[src/rtl/piano_pkg.sv]
// piano_pkg: shared types and constants for the piano playback path.
//   seq_state_t    - song sequencer states (IDLE, LOAD, SOUND, GAP)
//   NOTE_REST/END  - special note codes (rest, end-of-song marker)
//   NOTE_*/DUR_*   - song ROM entry field layout
//   NUM_TRACKS     - number of stored songs
//   default_fields - built-in song tables, note/duration fields only
package piano_pkg;

    typedef enum logic [1:0] {
        IDLE,
        LOAD,
        SOUND,
        GAP
    } seq_state_t;

    localparam logic [3:0] NOTE_REST = 4'h0;
    localparam logic [3:0] NOTE_END  = 4'hF;

    localparam int unsigned NOTE_LSB   = 0;
    localparam int unsigned NOTE_W     = 4;
    localparam int unsigned DUR_LSB    = 4;
    localparam int unsigned DUR_W      = 2;
    localparam int unsigned NUM_TRACKS = 8;
    localparam int unsigned TRACK_W    = 3;

    // Built-in songs: track t has 4+t notes, then END. The reserved entry
    // bits [7:6] are always zero, so only the note/duration fields are kept.
    function automatic logic [NOTE_W+DUR_W-1:0] default_fields(
        input logic [TRACK_W-1:0] track,
        input int unsigned        idx
    );
        int unsigned t;
        t = 32'(track);
        if (idx < 4 + t) begin
            return {DUR_W'(idx % 4), NOTE_W'(((t * 3 + idx) % 14) + 1)};
        end
        return {DUR_W'(0), NOTE_END};
    endfunction

endpackage

[src/rtl/song_sequencer_if.sv]
// song_sequencer_if: button inputs and playback outputs of song_sequencer.
//   btn_next/btn_prev/btn_play - debounced button levels (into the sequencer)
//   current_track, playing     - to the LED control stage
//   note, note_on, step        - to the tone generator
// Modports: master drives the buttons, slave is the sequencer side.
interface song_sequencer_if #(
    parameter int unsigned STEP_W = 5
);
    logic              btn_next;
    logic              btn_prev;
    logic              btn_play;
    logic [3:0]        current_track;
    logic              playing;
    logic [3:0]        note;
    logic              note_on;
    logic [STEP_W-1:0] step;

    modport master (
        output btn_next, btn_prev, btn_play,
        input  current_track, playing, note, note_on, step
    );

    modport slave (
        input  btn_next, btn_prev, btn_play,
        output current_track, playing, note, note_on, step
    );
endinterface

[src/rtl/song_rom.sv]
// song_rom: note ROM, NUM_TRACKS x 2^STEP_W entries, synchronous read with
// one cycle of latency.
//   clk    - read clock
//   addr   - {track, step}
//   fields - {duration-1, note} of the addressed entry
// ROM_OVERRIDE selects a caller-supplied image (ROM_INIT, 8 bits per entry,
// entry i at bits [8*i +: 8]) instead of the built-in song tables.
module song_rom
    import piano_pkg::*;
#(
    parameter int unsigned                         STEP_W       = 5,
    parameter logic [NUM_TRACKS*(2**STEP_W)*8-1:0] ROM_INIT     = '0,
    parameter bit                                  ROM_OVERRIDE = 1'b0
) (
    input  logic                      clk,
    input  logic [TRACK_W+STEP_W-1:0] addr,
    output logic [NOTE_W+DUR_W-1:0]   fields
);
    logic [NOTE_W+DUR_W-1:0] fields_d;
    logic [NOTE_W+DUR_W-1:0] fields_q;

    always_comb begin
        fields_d = '0;
        if (ROM_OVERRIDE) begin
            fields_d = ROM_INIT[{addr, 3'b000} +: (NOTE_W + DUR_W)];
        end else begin
            fields_d = default_fields(addr[TRACK_W+STEP_W-1:STEP_W],
                                      32'(addr[STEP_W-1:0]));
        end
    end

    always_ff @(posedge clk) begin
        fields_q <= fields_d;
    end

    assign fields = fields_q;
endmodule

[src/rtl/song_sequencer.sv]
// song_sequencer: selects one of 8 songs with next/prev, starts/stops with
// play, and steps through the song ROM at a fixed tempo.
//   clk, rst - clock, asynchronous active-high reset
//   bus      - song_sequencer_if.slave: buttons in; current_track, playing,
//              note, note_on, step out
// Build option SEQ_AUTO_ADVANCE_EN: at end of song, continue with the next
// track instead of returning to IDLE.
module song_sequencer
    import piano_pkg::*;
#(
    parameter int unsigned                         TICKS_PER_BEAT = 12_500_000,
    parameter int unsigned                         GAP_TICKS      = 1_250_000,
    parameter int unsigned                         STEP_W         = 5,
    parameter logic [NUM_TRACKS*(2**STEP_W)*8-1:0] ROM_INIT       = '0,
    parameter bit                                  ROM_OVERRIDE   = 1'b0
) (
    input logic              clk,
    input logic              rst,
    song_sequencer_if.slave  bus
);
    localparam int unsigned CNT_W =
        $clog2((1 << DUR_W) * TICKS_PER_BEAT + GAP_TICKS);

    seq_state_t          state_q, state_d;
    logic [TRACK_W-1:0]  track_q, track_d;
    logic                playing_q, playing_d;
    logic [NOTE_W-1:0]   note_q, note_d;
    logic                note_on_q, note_on_d;
    logic [STEP_W-1:0]   step_q, step_d;
    logic [CNT_W-1:0]    cnt_q, cnt_d;
    logic                btn_next_q, btn_next_d;
    logic                btn_prev_q, btn_prev_d;
    logic                btn_play_q, btn_play_d;

    logic [NOTE_W+DUR_W-1:0] rom_fields;
    logic [NOTE_W-1:0]       rom_note;
    logic [DUR_W-1:0]        rom_dur;
    logic                    next_press, prev_press, play_press;
    logic                    do_stop, do_end;

    // The ROM is addressed with the next track/step so the entry for a LOAD
    // cycle is already on rom_fields during that cycle and can be decoded on
    // the LOAD exit edge.
    song_rom #(
        .STEP_W       (STEP_W),
        .ROM_INIT     (ROM_INIT),
        .ROM_OVERRIDE (ROM_OVERRIDE)
    ) u_rom (
        .clk    (clk),
        .addr   ({track_d, step_d}),
        .fields (rom_fields)
    );

    assign rom_note   = rom_fields[NOTE_LSB +: NOTE_W];
    assign rom_dur    = rom_fields[DUR_LSB +: DUR_W];
    assign next_press = bus.btn_next & ~btn_next_q;
    assign prev_press = bus.btn_prev & ~btn_prev_q;
    assign play_press = bus.btn_play & ~btn_play_q;

    always_comb begin
        state_d    = state_q;
        track_d    = track_q;
        playing_d  = playing_q;
        note_d     = note_q;
        note_on_d  = note_on_q;
        step_d     = step_q;
        cnt_d      = cnt_q;
        btn_next_d = bus.btn_next;
        btn_prev_d = bus.btn_prev;
        btn_play_d = bus.btn_play;
        do_stop    = 1'b0;
        do_end     = 1'b0;

        case (state_q)
            IDLE: begin
                if (play_press) begin
                    step_d    = '0;
                    playing_d = 1'b1;
                    state_d   = LOAD;
                end else if (next_press && !prev_press) begin
                    track_d = track_q + TRACK_W'(1);
                end else if (prev_press && !next_press) begin
                    track_d = track_q - TRACK_W'(1);
                end
            end
            LOAD: begin
                if (play_press) begin
                    do_stop = 1'b1;
                end else if (rom_note == NOTE_END) begin
                    do_end = 1'b1;
                end else begin
                    note_d    = rom_note;
                    note_on_d = (rom_note != NOTE_REST);
                    cnt_d     = CNT_W'((32'(rom_dur) + 32'd1) * TICKS_PER_BEAT - 32'd1);
                    state_d   = SOUND;
                end
            end
            SOUND: begin
                if (play_press) begin
                    do_stop = 1'b1;
                end else if (cnt_q == '0) begin
                    note_d    = NOTE_REST;
                    note_on_d = 1'b0;
                    cnt_d     = CNT_W'(GAP_TICKS - 1);
                    state_d   = GAP;
                end else begin
                    cnt_d = cnt_q - CNT_W'(1);
                end
            end
            GAP: begin
                if (play_press) begin
                    do_stop = 1'b1;
                end else if (cnt_q == '0) begin
                    if (step_q == '1) begin
                        do_end = 1'b1;
                    end else begin
                        step_d  = step_q + STEP_W'(1);
                        state_d = LOAD;
                    end
                end else begin
                    cnt_d = cnt_q - CNT_W'(1);
                end
            end
            default: state_d = IDLE;
        endcase

        if (do_stop) begin
            state_d   = IDLE;
            playing_d = 1'b0;
            note_d    = NOTE_REST;
            note_on_d = 1'b0;
            step_d    = '0;
            cnt_d     = '0;
        end

        if (do_end) begin
`ifdef SEQ_AUTO_ADVANCE_EN
            track_d   = track_q + TRACK_W'(1);
            state_d   = LOAD;
            playing_d = 1'b1;
`else
            state_d   = IDLE;
            playing_d = 1'b0;
`endif
            note_d    = NOTE_REST;
            note_on_d = 1'b0;
            step_d    = '0;
            cnt_d     = '0;
        end
    end

    always_ff @(posedge clk or posedge rst) begin
        if (rst) begin
            state_q    <= IDLE;
            track_q    <= '0;
            playing_q  <= 1'b0;
            note_q     <= '0;
            note_on_q  <= 1'b0;
            step_q     <= '0;
            cnt_q      <= '0;
            btn_next_q <= 1'b0;
            btn_prev_q <= 1'b0;
            btn_play_q <= 1'b0;
        end else begin
            state_q    <= state_d;
            track_q    <= track_d;
            playing_q  <= playing_d;
            note_q     <= note_d;
            note_on_q  <= note_on_d;
            step_q     <= step_d;
            cnt_q      <= cnt_d;
            btn_next_q <= btn_next_d;
            btn_prev_q <= btn_prev_d;
            btn_play_q <= btn_play_d;
        end
    end

    assign bus.current_track = {1'b0, track_q};
    assign bus.playing       = playing_q;
    assign bus.note          = note_q;
    assign bus.note_on       = note_on_q;
    assign bus.step          = step_q;
endmodule
[src/flat_wrapper.sv]
// flat-port wrapper written by rule: the top's interface ports become plain ports
module song_sequencer_flat import piano_pkg::*;
#(
    parameter int unsigned                         TICKS_PER_BEAT = 12_500_000,
    parameter int unsigned                         GAP_TICKS      = 1_250_000,
    parameter int unsigned                         STEP_W         = 5,
    parameter logic [NUM_TRACKS*(2**STEP_W)*8-1:0] ROM_INIT       = '0,
    parameter bit                                  ROM_OVERRIDE   = 1'b0
)
  (clk, rst, bus_btn_next, bus_btn_prev, bus_btn_play, bus_current_track, bus_playing, bus_note, bus_note_on, bus_step);
  song_sequencer_if #(.STEP_W(STEP_W)) bus_i ();
  input logic clk;
  input logic rst;
  input wire logic [$bits(bus_i.btn_next)-1:0] bus_btn_next;
  input wire logic [$bits(bus_i.btn_prev)-1:0] bus_btn_prev;
  input wire logic [$bits(bus_i.btn_play)-1:0] bus_btn_play;
  output wire logic [$bits(bus_i.current_track)-1:0] bus_current_track;
  output wire logic [$bits(bus_i.playing)-1:0] bus_playing;
  output wire logic [$bits(bus_i.note)-1:0] bus_note;
  output wire logic [$bits(bus_i.note_on)-1:0] bus_note_on;
  output wire logic [$bits(bus_i.step)-1:0] bus_step;
  assign bus_i.btn_next = bus_btn_next;
  assign bus_i.btn_prev = bus_btn_prev;
  assign bus_i.btn_play = bus_btn_play;
  assign bus_current_track = bus_i.current_track;
  assign bus_playing = bus_i.playing;
  assign bus_note = bus_i.note;
  assign bus_note_on = bus_i.note_on;
  assign bus_step = bus_i.step;
  song_sequencer #(.TICKS_PER_BEAT(TICKS_PER_BEAT), .GAP_TICKS(GAP_TICKS), .STEP_W(STEP_W), .ROM_INIT(ROM_INIT), .ROM_OVERRIDE(ROM_OVERRIDE)) u_core (.clk(clk), .rst(rst), .bus(bus_i));
endmodule
[config.mk]
export PLATFORM = sky130hd
export DESIGN_NAME = song_sequencer_flat
export DESIGN_NICKNAME = d
export VERILOG_FILES = /design/src/rtl/piano_pkg.sv /design/src/rtl/song_sequencer_if.sv /design/src/rtl/song_rom.sv /design/src/rtl/song_sequencer.sv /design/src/flat_wrapper.sv
export SDC_FILE = /design/constraint.sdc
export NUM_CORES = 1
export LEC_CHECK = 0
export ABC_AREA = 0
export BUFFER_PORTS_ARGS = -buffer_cell sky130_fd_sc_hd__buf_2
export CAP_MARGIN = 10
export CORE_MARGIN = 1.5
export CORE_UTILIZATION = 45
export CTS_CLUSTER_DIAMETER = 40
export DETAILED_ROUTE_END_ITERATION = 8
export GPL_ROUTABILITY_DRIVEN = 0
export SYNTH_ARGS = -nofsm -noshare
export SYNTH_HDL_FRONTEND = slang
export SYNTH_HIERARCHICAL = 1
export SYNTH_SLANG_ARGS = --single-unit
[constraint.sdc]
create_clock -name clk -period 6.75 [get_ports clk]
set_clock_uncertainty 0.2 [all_clocks]
set_input_delay 0.675 -clock clk [delete_from_list [all_inputs] [get_ports clk]]
set_output_delay 0.675 -clock clk [all_outputs]
set_load 0.05 [all_outputs]
==> qor.yml, run 1 <==
synth_area_mm2: 0.00432
htreeDepth: 2
die_h_um: 101
rsz0062_at_grt: "false"
max_freq_mhz: 159
n_fill_cell: 924
regArea_mm2: 0.00125
drtIter0Drc: 263
outcome: "complete, no violations"
crit_fanout: 7
slew_headroom_pct: 34.0
ys_ff_latch: 51
p_total_uw: 2010
hp-class: "input port to flop"
p_per_area_mw_per_mm2: 434
dp_hpwl_um: 8460
drc: 0
final_common_cell: "dfrtp_1"
finalHoldViolations: 0
max_cap_viol_count: 0
multi_input_area_mm2: 0.00289
leakagePower_uw: 0.00193
core-area_mm2: 0.00928
io_buffers: 18
via_per_inst: 6.16
routedWlPerCell_um: 17.8
ant_nets: 0
syn_avg_cell_area_um2: 8.59
path_class: "flop to flop"
routed-via-count: 3969
fin_nets: 558
setup_violations: 0
grt_pass1_vias: 3854
post-route-util_pct: 49.9
top_usage_layer: "met2"
layout_common_cells: "dfrtp_1, nor2_1, o21ai_0, ha_1, nand2_1"
worstPathRequired_ns: 6.79
drive_above_1_share_pct: 12.2
initial_core_util_pct: 46.5
first_pass_iters: 4
cp-end-kind: "flop"
synth_ff_type: "dfrtp_1"
final-max-slew-violation-count: 0
area_delta_synth_final_pct: 7.27
worstSkewPairLatency_ns: 0.31
grt_util_met2_pct: 40.7
async_reset_ff_share_pct: 88.2
min_period_over_period_pct: 93.3
arrival_ns: 6.33
path_clk_slew_ns: 0.10
fin_crit_ns: 6.29
syn-num-nets: 547
postSynthCellCount: 503
cts_made_buffers: 5
clock-sinks: 51
dieArea_mm2: 0.0102
use_met1_pct: 30.6
grt_use_met3_pct: 2.91
cp-start-kind: "flop"
yosysWarnings: 6
routed_wl_um: 11500
die_w_um: 101
antenna_found_initial: 0
clk_path_buf_depth: 2
grt_usage_pct: 23.5
ctsRootBufferMaster: "clkbuf_8"
grt_overflow_total: 0
antennaDiodeCount: 0
grt_max_degree: 46
synth_edf_count: 0
grt_pass1_wl_um: 19100
ioPinCount: 20
rows: 35
finalSetupTns_ns: 0
synth_cell_types: 76
cts_tree: "built"
irDropWorstVdd_mv: 0.238
ys_seq_area_share_pct: 28.9
tightest_slew_ns: 0.990
[kinds of logic after synthesis]
logic type	count (synthesis)	share of synthesized area (%)
fa+ha+maj	40	12.1
other cells	1	0.0868
compound gates	159	25.3
mux	6	1.39
flops	51	28.9
buf+inv	47	4.40
simple gates	185	24.9
xor+xnor	14	3.01
[cells in the mapped netlist, types with 9 or more instances]
| cell | n | area (um^2) |
|---|---|---|
| a21oi_1 | 34 | 170 |
| a22oi_1 | 10 | 75.1 |
| clkbuf_1 | 13 | 48.8 |
| dfrtp_1 | 45 | 1130 |
| ha_1 | 36 | 450 |
| inv_1 | 24 | 90.1 |
| nand2_1 | 35 | 131 |
| nand2b_1 | 9 | 56.3 |
| nand3_1 | 11 | 55.1 |
| nand4_1 | 13 | 81.3 |
| nor2_1 | 41 | 154 |
| o21ai_0 | 36 | 180 |
| xnor2_1 | 10 | 87.6 |
[layer usage]
| metal | up-vias | wire length [um] |
|---|---|---|
| met5 | - | 0 |
| met1 | 1940 | 5300 |
| met3 | 17 | 401 |
| met2 | 104 | 5560 |
| li1 | 1908 | - |
| met4 | 0 | 194 |
[worst paths after layout]
kind / start / end / slack (ns) / cells past startpoint
setup / recovery: u_core/cnt_q[20]$_DFFE_PP0P_ / u_core/u_rom/fields[2]$_SDFF_PP1_ / 0.46 / 23
hold / removal: bus_btn_prev / u_core/btn_prev_q$_DFF_PP0_ / 0.28 / 1
setup reg to reg: u_core/cnt_q[20]$_DFFE_PP0P_ / u_core/u_rom/fields[2]$_SDFF_PP1_ / 0.46 / 23
hold reg to reg: u_core/cnt_q[24]$_DFFE_PP0P_ / u_core/cnt_q[24]$_DFFE_PP0P_ / 0.32 / 1
max in group asynchronous: rst / u_core/btn_play_q$_DFF_PP0_ / 5.36 / 2
min in group asynchronous: rst / u_core/btn_prev_q$_DFF_PP0_ / 0.39 / 2
[state kept, by name, indices dropped and copies added, names as in the netlist]
register / count
u_core/state_q: 2
u_core/bus.note_on: 1
u_core/bus.note: 4
u_core/cnt_q: 26
u_core/btn_prev_q: 1
u_core/bus.step: 5
u_core/btn_play_q: 1
u_core/u_rom/fields: 6
u_core/bus.playing: 1
u_core/btn_next_q: 1
u_core/track_q: 3
[stage by stage]
stage          hold WS (ns)  setup WS (ns)  std cells  cell area [um^2]
6_report              0.284          0.455        644              4630
5_1_grt               0.266         0.0786        644              4630
3_3_place_gp          0.294          0.654        636              4530
3_5_place_dp          0.296          0.430        636              4530
4_1_cts               0.272          0.373        644              4620
2_1_floorplan         0.270          0.825        503              4320
[final cells by class]
class / instances / share of cell area [%]
Sequential cell: 51 / 26.9
Tap cell: 129 / 3.48
Timing Repair Buffer: 26 / 3.24
Inverter: 25 / 2.03
Clock inverter: 2 / 0.351
Clock buffer: 6 / 1.57
Multi-Input combinational cell: 405 / 62.4
[critical path: stages (launching register included)]
cell,delay [ns]
dfrtp_1,0.46
nor4_1,0.56
nand4b_1,0.34
nand4b_1,0.38
a211o_1,0.36
nand2_1,0.07
a21oi_1,0.12
fa_1,0.54
ha_1,0.23
fa_1,0.48
nand3_1,0.16
and2_1,0.29
inv_2,0.10
ha_1,0.29
and4b_1,0.28
nand2_1,0.07
a211o_1,0.24
nand3_2,0.13
nand2b_1,0.07
nand3_1,0.07
o21ai_0,0.10
ha_1,0.21
or3_1,0.37
nand3_1,0.10
[timing repair]
item / in CTS / in global routing
hold buffers: 0 / 0
setup buffers: 0 / 0
endpoints found under the setup margin: 0 / 2
gates resized for setup: 0 / 2
[power breakdown]
| group | switching, uW | internal (uW) | total (uW) |
|---|---|---|---|
| Combinational | 800 | 489 | 1290 |
| Clock | 105 | 74.7 | 180 |
| Sequential | 127 | 416 | 543 |
| Total | 1030 | 979 | 2010 |
No activity file was read; power rests on OpenSTA's default activity.
==> run 2: changes to the inputs <==
Settings changed: CORE_ASPECT_RATIO from default to 0.5.
==> qor.yml, run 2 (synthesis gave the netlist of run 1 again) <==
outcome: "complete, no violations"
rsz0062_at_grt: "false"
hp-class: "input port to flop"
setup_violations: 0  # unchanged
dpl-instance-area_mm2: 0.00452  # -0.39%
path_class: "flop to flop"
die_h_um: 72.3  # -28%
cts_made_buffers: 5  # unchanged
ant_nets: 0  # unchanged
max_cap_viol_count: 0  # unchanged
holdBufCountCts: 0  # unchanged
clk_path_buf_depth: 2  # unchanged
hold_depth: 1  # unchanged
area_delta_synth_final_pct: 8.05
crit_fanout: 6  # -1
worstPathRequired_ns: 6.79  # about the same
routedWlPerCell_um: 17.5  # -1.6%
cts_setup_buffers: 0  # unchanged
core-area_mm2: 0.00938  # +1.1%
layout_common_cells: "dfrtp_1, nor2_1, o21ai_0, ha_1, nand2_1"
dieArea_mm2: 0.0102  # +0.35%
regMostFlops: "u_core/cnt_q"
grt_usage_pct: 22.8  # -0.62 points
path_clk_slew_ns: 0.07  # -0.03 ns
cts_tree: "built"
ctsRootBufferMaster: "clkbuf_16"
cp-end-kind: "flop"
final-max-slew-violation-count: 0  # unchanged
grt_max_degree: 46  # unchanged
antenna_found_initial: 0  # unchanged
max_freq_mhz: 161  # +1.5%
fin_hold_ws_ns: 0.291  # +0.00740 ns
grt_overflow_total: 0  # unchanged
routed_wl_um: 11100  # -3.0%
clock-sinks: 51  # unchanged
ioPinCount: 20  # unchanged
io_buffers: 18  # unchanged
worst_slack_ns: 0.551  # +0.0954 ns
arrival_ns: 6.24  # -0.09 ns
finalSetupTns_ns: 0  # unchanged
rows: 25  # -29%
routed-via-count: 3883  # -2.2%
cp_num_buf_inv: 2  # +1
final_common_cell: "dfrtp_1"
p_per_area_mw_per_mm2: 440  # +1.4%
fin_crit_ns: 6.20  # -0.0954 ns
drc: 0  # unchanged
htreeDepth: 2  # unchanged
cp-start-kind: "flop"
initial_core_util_pct: 46.0  # -0.50 points
dpl_worst_slack_ns: 0.491  # +0.0606 ns
leakagePower_uw: 0.00195  # +1.0%
largest_register_ffs: 26  # unchanged
post-route-cell-area_mm2: 0.00467  # +0.73%
cpLargestDelayFamily: "simple AND/OR/NAND/NOR gates"
slew_headroom_pct: 24.4  # -9.6 points
max_stage_delay_ns: 0.50  # -0.06 ns
slowest_stage: "fa_1"
grt_pass1_vias: 3531  # -8.4%
ff2ff_path_depth: 25  # +8.7%
tightest_slew_ns: 1.13  # +0.144 ns
first_pass_iters: 5  # +1
via_per_inst: 6.11  # -0.78%
min_period_over_period_pct: 91.8  # -1.4 points
antennaDiodeCount: 0  # unchanged
worstSkewPairLatency_ns: 0.30  # about the same
cp_common_cell: "ha_1"
finalHoldViolations: 0  # unchanged
irDropWorstVdd_mv: 0.193  # -19%
die_w_um: 142  # +40%
drive_above_1_share_pct: 11.9  # -0.37 points
fin_nets: 557  # -0.18%
cts_resized: 0  # unchanged
dp_hpwl_um: 8090  # -4.4%
grt_pass1_wl_um: 18500  # -3.4%
cp.depth: 25  # +8.7%
drtIter0Drc: 385  # +46%
run 2: cell type report:
class	count	area [um^2]
Timing Repair Buffer	25	143
Clock inverter	2	16.3
Clock buffer	6	129
Fill cell	892	4720
Sequential cell	51	1250
Tap cell	121	151
Inverter	25	93.8
Multi-Input combinational cell	405	2890
run 2: metrics by stage:
step | cells | util (%) | power, uW
3_5_place_dp | 627 | 48.1 | 1790
3_3_place_gp | 627 | 48.1 | 1780
6_report | 635 | 49.7 | 2060
4_1_cts | 635 | 49.7 | 2050
2_1_floorplan | 503 | - | 1500
5_1_grt | 635 | 49.7 | 2230
run 2: worst paths after layout:
path                                                start                                end  slack (ns)
hold / removal                               bus_btn_prev        u_core/btn_prev_q$_DFF_PP0_        0.29
min in group asynchronous                             rst       u_core/cnt_q[25]$_DFFE_PP0P_        0.41
setup / recovery              u_core/cnt_q[0]$_DFFE_PP0P_  u_core/u_rom/fields[2]$_SDFF_PP1_        0.55
setup reg to reg              u_core/cnt_q[0]$_DFFE_PP0P_  u_core/u_rom/fields[2]$_SDFF_PP1_        0.55
hold reg to reg            u_core/bus.playing$_DFFE_PP0P_     u_core/bus.playing$_DFFE_PP0P_        0.31
max in group asynchronous                             rst        u_core/cnt_q[3]$_DFFE_PP0P_        5.32
run 2: where the power goes:
| part | total, uW | switching (uW) | internal [uW] | leakage, uW |
|---|---|---|---|---|
| Combinational | 1260 | 774 | 483 | 0.00127 |
| Sequential | 541 | 125 | 416 | 0.000605 |
| Clock | 256 | 117 | 139 | 0.0000675 |
run 2: routing by layer:
metal  part of all wire, %  vias up  routed length, um  global-route usage, %
li1                      -     1903                  -                      -
met1                    49     1849               5470                   32.4
met2                    44      118               4910                   35.7
met3                   5.8       13                643                   5.68
met4                  0.71        0                 79                   4.47
met5                     0        -                  0                      0
==> run 3: changes to the inputs <==
Settings changed: CORE_MARGIN 1.5 to default, RECOVER_POWER from default to 100.
==> qor.yml, run 3 (synthesis gave the netlist of run 1 again) <==
outcome: "complete, but fails checks"
violations: "max-capacitance violations, max-slew violations"
die_h_um: 71.3  # -1.4%
cts_setup_buffers: 0  # unchanged
grt_max_degree: 46  # unchanged
grt_overflow_total: 0  # unchanged
grt_pass1_vias: 3782  # +7.1%
p_per_area_mw_per_mm2: 443  # +0.57%
htreeDepth: 2  # unchanged
initial_core_util_pct: 47.9  # +1.9 points
drive_above_1_share_pct: 8.17  # -3.7 points
cp-endpoint: "u_core/u_rom/fields[2]$_SDFF_PP1_"
cts_resized: 0  # unchanged
clk_path_buf_depth: 2  # unchanged
crit-reg2reg-launch: "u_core/cnt_q[0]$_DFFE_PP0P_"
grt_usage_pct: 24.5  # +1.6 points
ctsRootBufferMaster: "clkbuf_16"
dieArea_mm2: 0.0100  # -2.1%
dp_hpwl_um: 8120  # +0.43%
post-route-cell-area_mm2: 0.00463  # -0.83%
routedWlPerCell_um: 17.8  # +1.9%
ant_nets: 0  # unchanged
n_fill_cell: 862  # -3.4%
dpl-instance-area_mm2: 0.00451  # -0.11%
fin_cells: 631  # -0.63%
path_clk_slew_ns: 0.07  # about the same
antenna_found_initial: 0  # unchanged
die_w_um: 141  # -0.71%
routed_wl_um: 11200  # +1.3%
r2r_end: "u_core/u_rom/fields[2]$_SDFF_PP1_"
rsz0062_at_grt: "false"
irDropWorstVdd_mv: 0.251  # +31%
core-area_mm2: 0.00901  # -4.0%
layout_common_cells: "dfrtp_1, nor2_1, o21ai_0, ha_1, nand2_1"
routed-via-count: 3881  # -0.052%
via_per_inst: 6.15  # +0.58%
min_period_over_period_pct: 92.9  # +1.1 points
leakagePower_uw: 0.00189  # -3.0%
finalSetupTns_ns: 0  # unchanged
max_cap_viol_count: 1  # +1
ff2ff_path_depth: 25  # unchanged
setup_violations: 0  # unchanged
finalHoldViolations: 0  # unchanged
io_buffers: 18  # unchanged
drc: 0  # unchanged
fin_nets: 557  # unchanged
dp_cells: 623  # -0.64%
startpoint: "u_core/cnt_q[0]$_DFFE_PP0P_"
cts_tree: "built"
final-max-slew-violation-count: 46  # +46
worstSkewPairLatency_ns: 0.30  # about the same
tightest_slew_ns: 1.82  # +0.681 ns
cts_made_buffers: 5  # unchanged
ioPinCount: 20  # unchanged
max_freq_mhz: 159  # -1.2%
post-route-util_pct: 51.4  # +1.6 points
crit_fanout: 6  # unchanged
grt_pass1_wl_um: 19400  # +5.3%
slew_headroom_pct: -21.1  # -46 points
cp-start-kind: "flop"
holdBufCountCts: 0  # unchanged
area_delta_synth_final_pct: 7.16
arrival_ns: 6.31  # +0.07 ns
path_class: "flop to flop"
largest_register_ffs: 26  # unchanged
final_common_cell: "dfrtp_1"
reg2reg_slack_ns: 0.48  # -0.07 ns
antennaDiodeCount: 0  # unchanged
hp-class: "input port to flop"
rows: 24  # -4.0%
clock-sinks: 51  # unchanged
cp-end-kind: "flop"
hold_depth: 1  # unchanged
fin_crit_ns: 6.27  # +0.0723 ns
worstPathRequired_ns: 6.79  # about the same
first_pass_iters: 5  # unchanged
drtIter0Drc: 305  # -21%
regMostFlops: "u_core/cnt_q"
-- run 3: cell count changes in the layout (fill, tap and decap cells not counted), sizes merged --
cell    change
clkbuf     +15
buf        -15
-- run 3: cell type report --
type | instances | area (um^2) | area share [%]
Tap cell | 117 | 146 | 3.16
Clock inverter | 2 | 16.3 | 0.351
Multi-Input combinational cell | 405 | 2870 | 62.1
Sequential cell | 51 | 1250 | 26.9
Inverter | 25 | 93.8 | 2.03
Clock buffer | 6 | 129 | 2.78
Timing Repair Buffer | 25 | 124 | 2.68
-- run 3: power by group --
part	switching, uW	internal (uW)
Combinational	774	474
Clock	119	139
Sequential	127	416
Total	1020	1030
-- run 3: stage by stage --
stage | power, uW | hold slack [ns] | worst slack (ns)
after global routing | 2230 | 0.276 | 0.00452
after global placement | 1790 | 0.295 | 0.575
after detailed placement | 1790 | 0.293 | 0.479
final | 2050 | 0.286 | 0.478
after CTS | 2060 | 0.279 | 0.444
after floorplan | 1500 | 0.270 | 0.825
-- run 3: worst min-delay path by stage --
stage	slack [ns]	end	startpoint
final	0.29	u_core/btn_prev_q$_DFF_PP0_	bus_btn_prev
after floorplan	0.27	u_core/cnt_q[24]$_DFFE_PP0P_	u_core/cnt_q[24]$_DFFE_PP0P_
after CTS	0.28	u_core/btn_prev_q$_DFF_PP0_	bus_btn_prev
after detailed placement	0.29	u_core/bus.playing$_DFFE_PP0P_	u_core/bus.playing$_DFFE_PP0P_
after global routing	0.28	u_core/btn_prev_q$_DFF_PP0_	bus_btn_prev
after global placement	0.29	u_core/bus.playing$_DFFE_PP0P_	u_core/bus.playing$_DFFE_PP0P_
-- run 3: layer usage --
metal,global-route usage [%],share of wire [%]
met3,4.68,5.3
met4,5.19,0.95
met2,37.8,43
met1,35.8,51
met5,0,0
-- run 3: critical path: stages, from the launching register on --
cell and delay [ns]:
dfrtp_1 0.41, inv_1 0.09, ha_1 0.20, nor4b_2 0.35
and4_1 0.43, nand4b_1 0.27, a211o_1 0.37, nand2_1 0.07
a21oi_1 0.14, fa_1 0.50, ha_1 0.24, fa_1 0.48
nand3_1 0.16, and2_1 0.29, inv_2 0.10, ha_1 0.29
and4b_1 0.30, nand2_1 0.07, a211o_1 0.24, nand3_2 0.12
nand2b_1 0.07, nand3_1 0.07, o21ai_0 0.09, ha_1 0.20
or3_1 0.36, nand3_1 0.08
